$ cat src/rtl/serial_pattern_tx.sv
// serial_pattern_tx
// Serial frame transmitter. A parallel word taken over a valid/ready
// handshake is sent on a 1-bit line as: sync preamble (MSB-first), payload
// (MSB-first), then GAP_CYC idle-high cycles. The line idles high so the
// preamble is the only deliberate sync pattern a downstream detector sees.
//
// Ports:
//   clk        - system clock, rising edge
//   rst        - synchronous, active-low reset
//   tx_valid   - tx_data holds a word to send
//   tx_data    - payload word, DATA_W bits
//   tx_ready   - block accepts a word this cycle (IDLE only)
//   dout_bit   - serial line, high when idle
//   dout_valid - dout_bit carries a preamble or payload bit
//   busy       - high from acceptance until return to IDLE
//   frame_done - one-cycle pulse on the first IDLE cycle after a frame
module serial_pattern_tx #(
  parameter int               DATA_W   = 8,
  parameter int               PRE_W    = 4,
  parameter logic [PRE_W-1:0] PREAMBLE = 4'b0101,
  parameter int               GAP_CYC  = 2
) (
  input  logic              clk,
  input  logic              rst,
  input  logic              tx_valid,
  input  logic [DATA_W-1:0] tx_data,
  output logic              tx_ready,
  output logic              dout_bit,
  output logic              dout_valid,
  output logic              busy,
  output logic              frame_done
);

  // The counter must hold the longest phase length without wrapping.
  localparam int MAX_A   = (PRE_W > DATA_W) ? PRE_W : DATA_W;
  localparam int MAX_LEN = (MAX_A > GAP_CYC) ? MAX_A : GAP_CYC;
  localparam int CNT_W   = $clog2(MAX_LEN + 1);

  localparam logic [CNT_W-1:0] PRE_LAST  = CNT_W'(PRE_W - 1);
  localparam logic [CNT_W-1:0] DATA_LAST = CNT_W'(DATA_W - 1);
  // GAP is unreachable when GAP_CYC==0; clamp so the constant stays legal.
  localparam logic [CNT_W-1:0] GAP_LAST  = CNT_W'((GAP_CYC > 0) ? GAP_CYC - 1 : 0);

  localparam logic [1:0] ST_IDLE = 2'd0;
  localparam logic [1:0] ST_PRE  = 2'd1;
  localparam logic [1:0] ST_DATA = 2'd2;
  localparam logic [1:0] ST_GAP  = 2'd3;

  logic [1:0]        state_q, state_d;
  logic [CNT_W-1:0]  cnt_q, cnt_d;
  logic [DATA_W-1:0] shift_q, shift_d;
  logic              frame_done_q, frame_done_d;
  logic              pre_bit;

  // Next-state logic. frame_done_d is raised on the transition into IDLE
  // that ends a frame, so the registered pulse covers the first IDLE cycle.
  always_comb begin
    state_d      = state_q;
    cnt_d        = cnt_q;
    shift_d      = shift_q;
    frame_done_d = 1'b0;
    case (state_q)
      ST_IDLE: begin
        cnt_d = '0;
        if (tx_valid) begin
          shift_d = tx_data;
          state_d = ST_PRE;
        end
      end
      ST_PRE: begin
        if (cnt_q == PRE_LAST) begin
          cnt_d   = '0;
          state_d = ST_DATA;
        end else begin
          cnt_d = cnt_q + 1'b1;
        end
      end
      ST_DATA: begin
        shift_d = shift_q << 1;
        if (cnt_q == DATA_LAST) begin
          cnt_d = '0;
          if (GAP_CYC == 0) begin
            state_d      = ST_IDLE;
            frame_done_d = 1'b1;
          end else begin
            state_d = ST_GAP;
          end
        end else begin
          cnt_d = cnt_q + 1'b1;
        end
      end
      ST_GAP: begin
        if (cnt_q == GAP_LAST) begin
          cnt_d        = '0;
          state_d      = ST_IDLE;
          frame_done_d = 1'b1;
        end else begin
          cnt_d = cnt_q + 1'b1;
        end
      end
      default: begin
        state_d = ST_IDLE;
        cnt_d   = '0;
      end
    endcase
  end

  // Preamble bit select: counter value c picks PREAMBLE[PRE_W-1-c], done
  // with constant indices so the mux is explicit.
  always_comb begin
    pre_bit = 1'b1;
    for (int i = 0; i < PRE_W; i++) begin
      if (cnt_q == CNT_W'(PRE_W - 1 - i)) begin
        pre_bit = PREAMBLE[i];
      end
    end
  end

  // Moore outputs decoded from state, counter and shift register.
  always_comb begin
    tx_ready   = (state_q == ST_IDLE);
    busy       = (state_q != ST_IDLE);
    dout_valid = (state_q == ST_PRE) || (state_q == ST_DATA);
    case (state_q)
      ST_PRE:  dout_bit = pre_bit;
      ST_DATA: dout_bit = shift_q[DATA_W-1];
      default: dout_bit = 1'b1;
    endcase
    frame_done = frame_done_q;
  end

  // State registers; an active reset aborts any frame without a done pulse.
  always_ff @(posedge clk) begin
    if (!rst) begin
      state_q      <= ST_IDLE;
      cnt_q        <= '0;
      shift_q      <= '0;
      frame_done_q <= 1'b0;
    end else begin
      state_q      <= state_d;
      cnt_q        <= cnt_d;
      shift_q      <= shift_d;
      frame_done_q <= frame_done_d;
    end
  end

endmodule

$ cat config.mk
export PLATFORM = sky130hd
export DESIGN_NAME = serial_pattern_tx
export DESIGN_NICKNAME = d
export VERILOG_FILES = /design/src/rtl/serial_pattern_tx.sv
export SDC_FILE = /design/constraint.sdc
export NUM_CORES = 1
export LEC_CHECK = 0
export CAP_MARGIN = 10
export CELL_PAD_IN_SITES_DETAIL_PLACEMENT = 0
export CELL_PAD_IN_SITES_GLOBAL_PLACEMENT = 2
export CORE_MARGIN = 4
export CORE_UTILIZATION = 30
export DETAILED_ROUTE_END_ITERATION = 10
export PLACE_DENSITY_LB_ADDON = 0.12
export SYNTH_ARGS = -nofsm -noshare
export SYNTH_HDL_FRONTEND = slang
export SYNTH_SLANG_ARGS = --single-unit
$ cat constraint.sdc
create_clock -name clk -period 1.85 [get_ports clk]
set_input_delay 0.2775 -clock clk [delete_from_list [all_inputs] [get_ports clk]]
set_output_delay 0.2775 -clock clk [all_outputs]
set_load 0.005 [all_outputs]
==> flow_results.org, run 1 <==
** CTS
- Reg clk slew, reported paths :: ~0.10 ns
- Level count of the clock H-tree :: 1
- TritonCTS clock tree :: done
- Clock latency on the worst-skew pair, taken at its later pin, is roughly 0.3 ns.
- For this design, the sink count on the clock tree is 15.
- Num CTS Buffers :: 3
- Maximum clock insertion buffer count :: 2
- Root Driver :: sky130_fd_sc_hd__clkbuf_4

** STA
- Adding up every negative setup slack in the final design gives -0.0798 ns.
- Fmax :: between 500 and 600 MHz
- Worst Slack Setup Final :: -0.0424 ns
- Of the available clock period, the critical path in the final layout requires 1.02.
- Unrepaired setup endpoints after global routing :: true
- The routed design could run at a clock period as short as between 1.5 and 2 ns.
- The worst pin sits at a relative slew slack of 0.744.
- The clock arrives with ~0.0011 ns of skew.
- The number of pins with negative max-slew slack in the final report is 0.
- Actual transition at the worst max-transition pin :: 0.384 ns
- The count of endpoints failing hold in the final timing report was 0.
- # setup viols final :: 2

** Run status
- The final reports fail on setup timing.
- Status :: finished, violations left

** Global route
- Grt met1 use :: 0.135
- For this run, the total global-route usage over all layers was measured as 0.123.
- Entering global routing, the biggest net connects 17 pins.
- Antenna violations before repair :: 0
- The first global-routing pass estimated roughly 3300 um of wire.
- Vias in the first global route :: 724
- Routing usage on met3 :: 0.0553
- GRT Max-Usage Layer :: met2
- For this run, global-route usage on met2 was measured as 0.214.
- Total congestion overflow after global routing :: 0

** Synthesis
- Area of the mapped netlist :: approximately 840 sq um
- Counting instances in the post-synthesis netlist gives the leading cell types as sky130_fd_sc_hd__dfxtp_1, sky130_fd_sc_hd__nand2_1, sky130_fd_sc_hd__ha_1, sky130_fd_sc_hd__mux2i_1.
- In the synthesized netlist, the number of instances is 89.
- Avg Inst Size Synth :: 9.41 sq um
- After synthesis, the share of flip-flops with an asynchronous set or reset is 0.
- Post-synthesis cell type count :: 28
- Synth Register Bits :: 15
- Yosys mapped a number of flops with a built-in enable equal to 0.
- Area share of the largest cell type after synthesis :: 0.359
- Most numerous cell in the Yosys netlist :: sky130_fd_sc_hd__dfxtp_1
- Yosys attributes the largest share of cell area to sky130_fd_sc_hd__dfxtp_1, sky130_fd_sc_hd__ha_1, sky130_fd_sc_hd__mux2i_1.
- In the synthesized netlist the dominant register cell turns out to be sky130_fd_sc_hd__dfxtp_1.
- Of the synthesized area, sequential elements account for 0.359.
- The largest total area in the synthesized netlist belongs to sky130_fd_sc_hd__dfxtp_1.
- Counting every net in the synthesized netlist gives between 100 and 150.
- Warnings from Yosys :: 0

** Setup path
- Number of cells on the worst reg-to-reg path :: 6
- Critical path startpoint :: cnt_q[0]$_SDFF_PN0_
- Launching point of the worst reg2reg path :: cnt_q[0]$_SDFF_PN0_
- End of the critical path :: state_q[1]$_SDFFE_PN0P_
- Critical path startpoint category :: flip-flop
- Of all nets on the critical path, the largest fanout is 4.
- Kind of critical path :: flip-flop to flip-flop
- Terminus of the critical flop-to-flop path :: state_q[1]$_SDFFE_PN0P_
- At the worst endpoint, the required time is around 2.0 ns.
- Critical Path End Type :: flip-flop
- CP Data Arrival Time :: ~2.1 ns
- R2R setup slack :: -0.04 ns

** Drt
- ANT nets after route :: 0
- Number of DRC markers after the initial detailed-route iteration :: 30
- For this run, design rule violations remaining after detail routing come to 0.
- In the final routed layout, each cell accounts on average for 12.9 um.
- For this block, the via count after detailed routing is a little under 700.
- Summed over all layers, the routed wires come to between 1500 and 2000 um.
- Dividing the detail-routed via count by the number of cells gives about 4.8.
- First-pass DRT Iterations :: 4

** Floorplan
- In this run the core area contains 18 standard-cell rows.
- During I/O placement, the number of pins put on the boundary was 16.
- Width of the die :: 60.8 um
- The floorplan step defined a core boundary enclosing 2570 sq um.
- Initial core utilization :: 0.326
- The die covers approximately 3700 sq um.
- Measured along the y axis, the die boundary spans 60.8 um.

** Layout
- Once layout is complete, the utilization of the core stands at 0.452.
- Filler cells :: approximately 270
- In the final layout, the share of cells above drive strength 1 is 0.248.
- Final Cell Area :: between 1000 and 1500 sq um
- Diodes inserted :: 0
- Area Overhead vs Synth :: 38.6%
- After the last flow step, the layout net total stands at 134.

** Power and ir drop
- Leakage dissipation :: a little over 0.0005 uW
- For this design the ratio of total power to cell area is approximately 1200 nW/um^2.
- IR drop worst, VDD :: around 0.6 mV

** Place
- Placed inst area :: 1040 sq um
- Placer congestion estimate :: ~0.74
- IO buf count :: 15
- The wire-length estimate of the detail-placed layout is roughly 1400 um.

** Min path
- In this run the most critical hold path is launched from cnt_q[0]$_SDFF_PN0_.
- Worst hold path class :: flip-flop to flip-flop

** Job
- The tool flagged a number of max-cap violations equal to 0.
[critical path, cell delays in order (launching register included)]
cell	delay (ns)
sky130_fd_sc_hd__dfxtp_4	0.40
sky130_fd_sc_hd__buf_12	0.11
sky130_fd_sc_hd__ha_4	0.11
sky130_fd_sc_hd__or3b_4	0.37
sky130_fd_sc_hd__a222oi_1	0.40
sky130_fd_sc_hd__o21ai_1	0.23
sky130_fd_sc_hd__mux2i_1	0.16
[registers in the layout, summed over array words and instances, names as in the netlist]
name and flops:
shift_q 8, cnt_q 4, frame_done 1, state_q 2
[area by class of cell]
type                            count  area (sq um)  share of cell area
Sequential cell                    15           310               0.268
Tap cell                           30          37.5              0.0324
Inverter                            7          28.8              0.0248
Clock inverter                      1          7.51             0.00647
Timing Repair Buffer               23           216               0.187
Multi-Input combinational cell     64           537               0.463
Clock buffer                        3          22.5              0.0194
[kinds of logic after synthesis]
family / count (synthesis) / share of synthesized area
AND/OR/NAND/NOR: 26 / 0.157
AO/OA/AOI/OAI: 17 / 0.163
flip-flops: 15 / 0.359
buffers and inverters: 10 / 0.0448
multiplexers: 10 / 0.121
adder cells (fa/ha/maj): 9 / 0.135
XOR/XNOR: 2 / 0.0209
[where the power goes]
| part | leakage [uW] | total, uW | internal, uW | switching, uW |
|---|---|---|---|---|
| logic | 0.000364 | 745 | 405 | 340 |
| registers | 0.000125 | 473 | 415 | 58.6 |
| clock network | 0.0000139 | 205 | 82.4 | 123 |
[layer usage]
layer / vias up / wire [um]
met5: - / 0
met4: 0 / 19
met3: 2 / 87
met2: 13 / 944
met1: 312 / 793
li1: 361 / -
[cells in the final DEF, fill, tap and decap left out, drive strengths merged, types with 2 or more instances in the layout]
| cell | count |
|---|---|
| a21oi | 2 |
| and2 | 2 |
| buf | 8 |
| clkbuf | 4 |
| clkdlybuf4s50 | 13 |
| dfxtp | 15 |
| ha | 9 |
| inv | 7 |
| mux2i | 9 |
| nand2 | 12 |
| nand3 | 2 |
| nand3b | 2 |
| nor2 | 3 |
| o211a | 7 |
| o21ai | 3 |
| or3b | 2 |
[metrics by stage]
step	total power (uW)	hold WS (ns)	setup WS, ns	instances
global placement	1180	0.475	-0.0921	134
global route	1550	0.500	-0.148	143
floorplan	904	0.427	0.144	89
detailed placement	1180	0.490	-0.121	134
finish	1420	0.481	-0.0424	143
CTS	1410	0.496	-0.0382	140
[how the worst min path moves through the flow]
| stage | end | slack, ns | cells past startpoint |
|---|---|---|---|
| 6_report | cnt_q[0]$_SDFF_PN0_ | 0.48 | 1 |
| 2_1_floorplan | state_q[1]$_SDFFE_PN0P_ | 0.43 | 2 |
| 4_1_cts | state_q[0]$_SDFFE_PN0P_ | 0.50 | 2 |
| 5_1_grt | state_q[0]$_SDFFE_PN0P_ | 0.50 | 2 |
| 3_3_place_gp | cnt_q[0]$_SDFF_PN0_ | 0.48 | 1 |
| 3_5_place_dp | shift_q[7]$_SDFFE_PN0P_ | 0.49 | 1 |
[timing repair]
item,in CTS,in global routing
pin swaps,1,5
buffers inserted,2,3
setup endpoints to repair,6,6
resized for setup,15,7
hold buffers,0,0
(Power assumes the default switching activity.)
==> run 2, diff against run 1 <==
--- a/config.mk
+++ b/config.mk
@@ -5,6 +5,7 @@
 export SDC_FILE = /design/constraint.sdc
 export NUM_CORES = 1
 export LEC_CHECK = 0
+export ABC_CLOCK_PERIOD_IN_PS = 1850
 export CAP_MARGIN = 10
 export CELL_PAD_IN_SITES_DETAIL_PLACEMENT = 0
 export CELL_PAD_IN_SITES_GLOBAL_PLACEMENT = 2
==> results of run 2 <==
No change in the layout: final DEF, timing and power equal those of run 1.
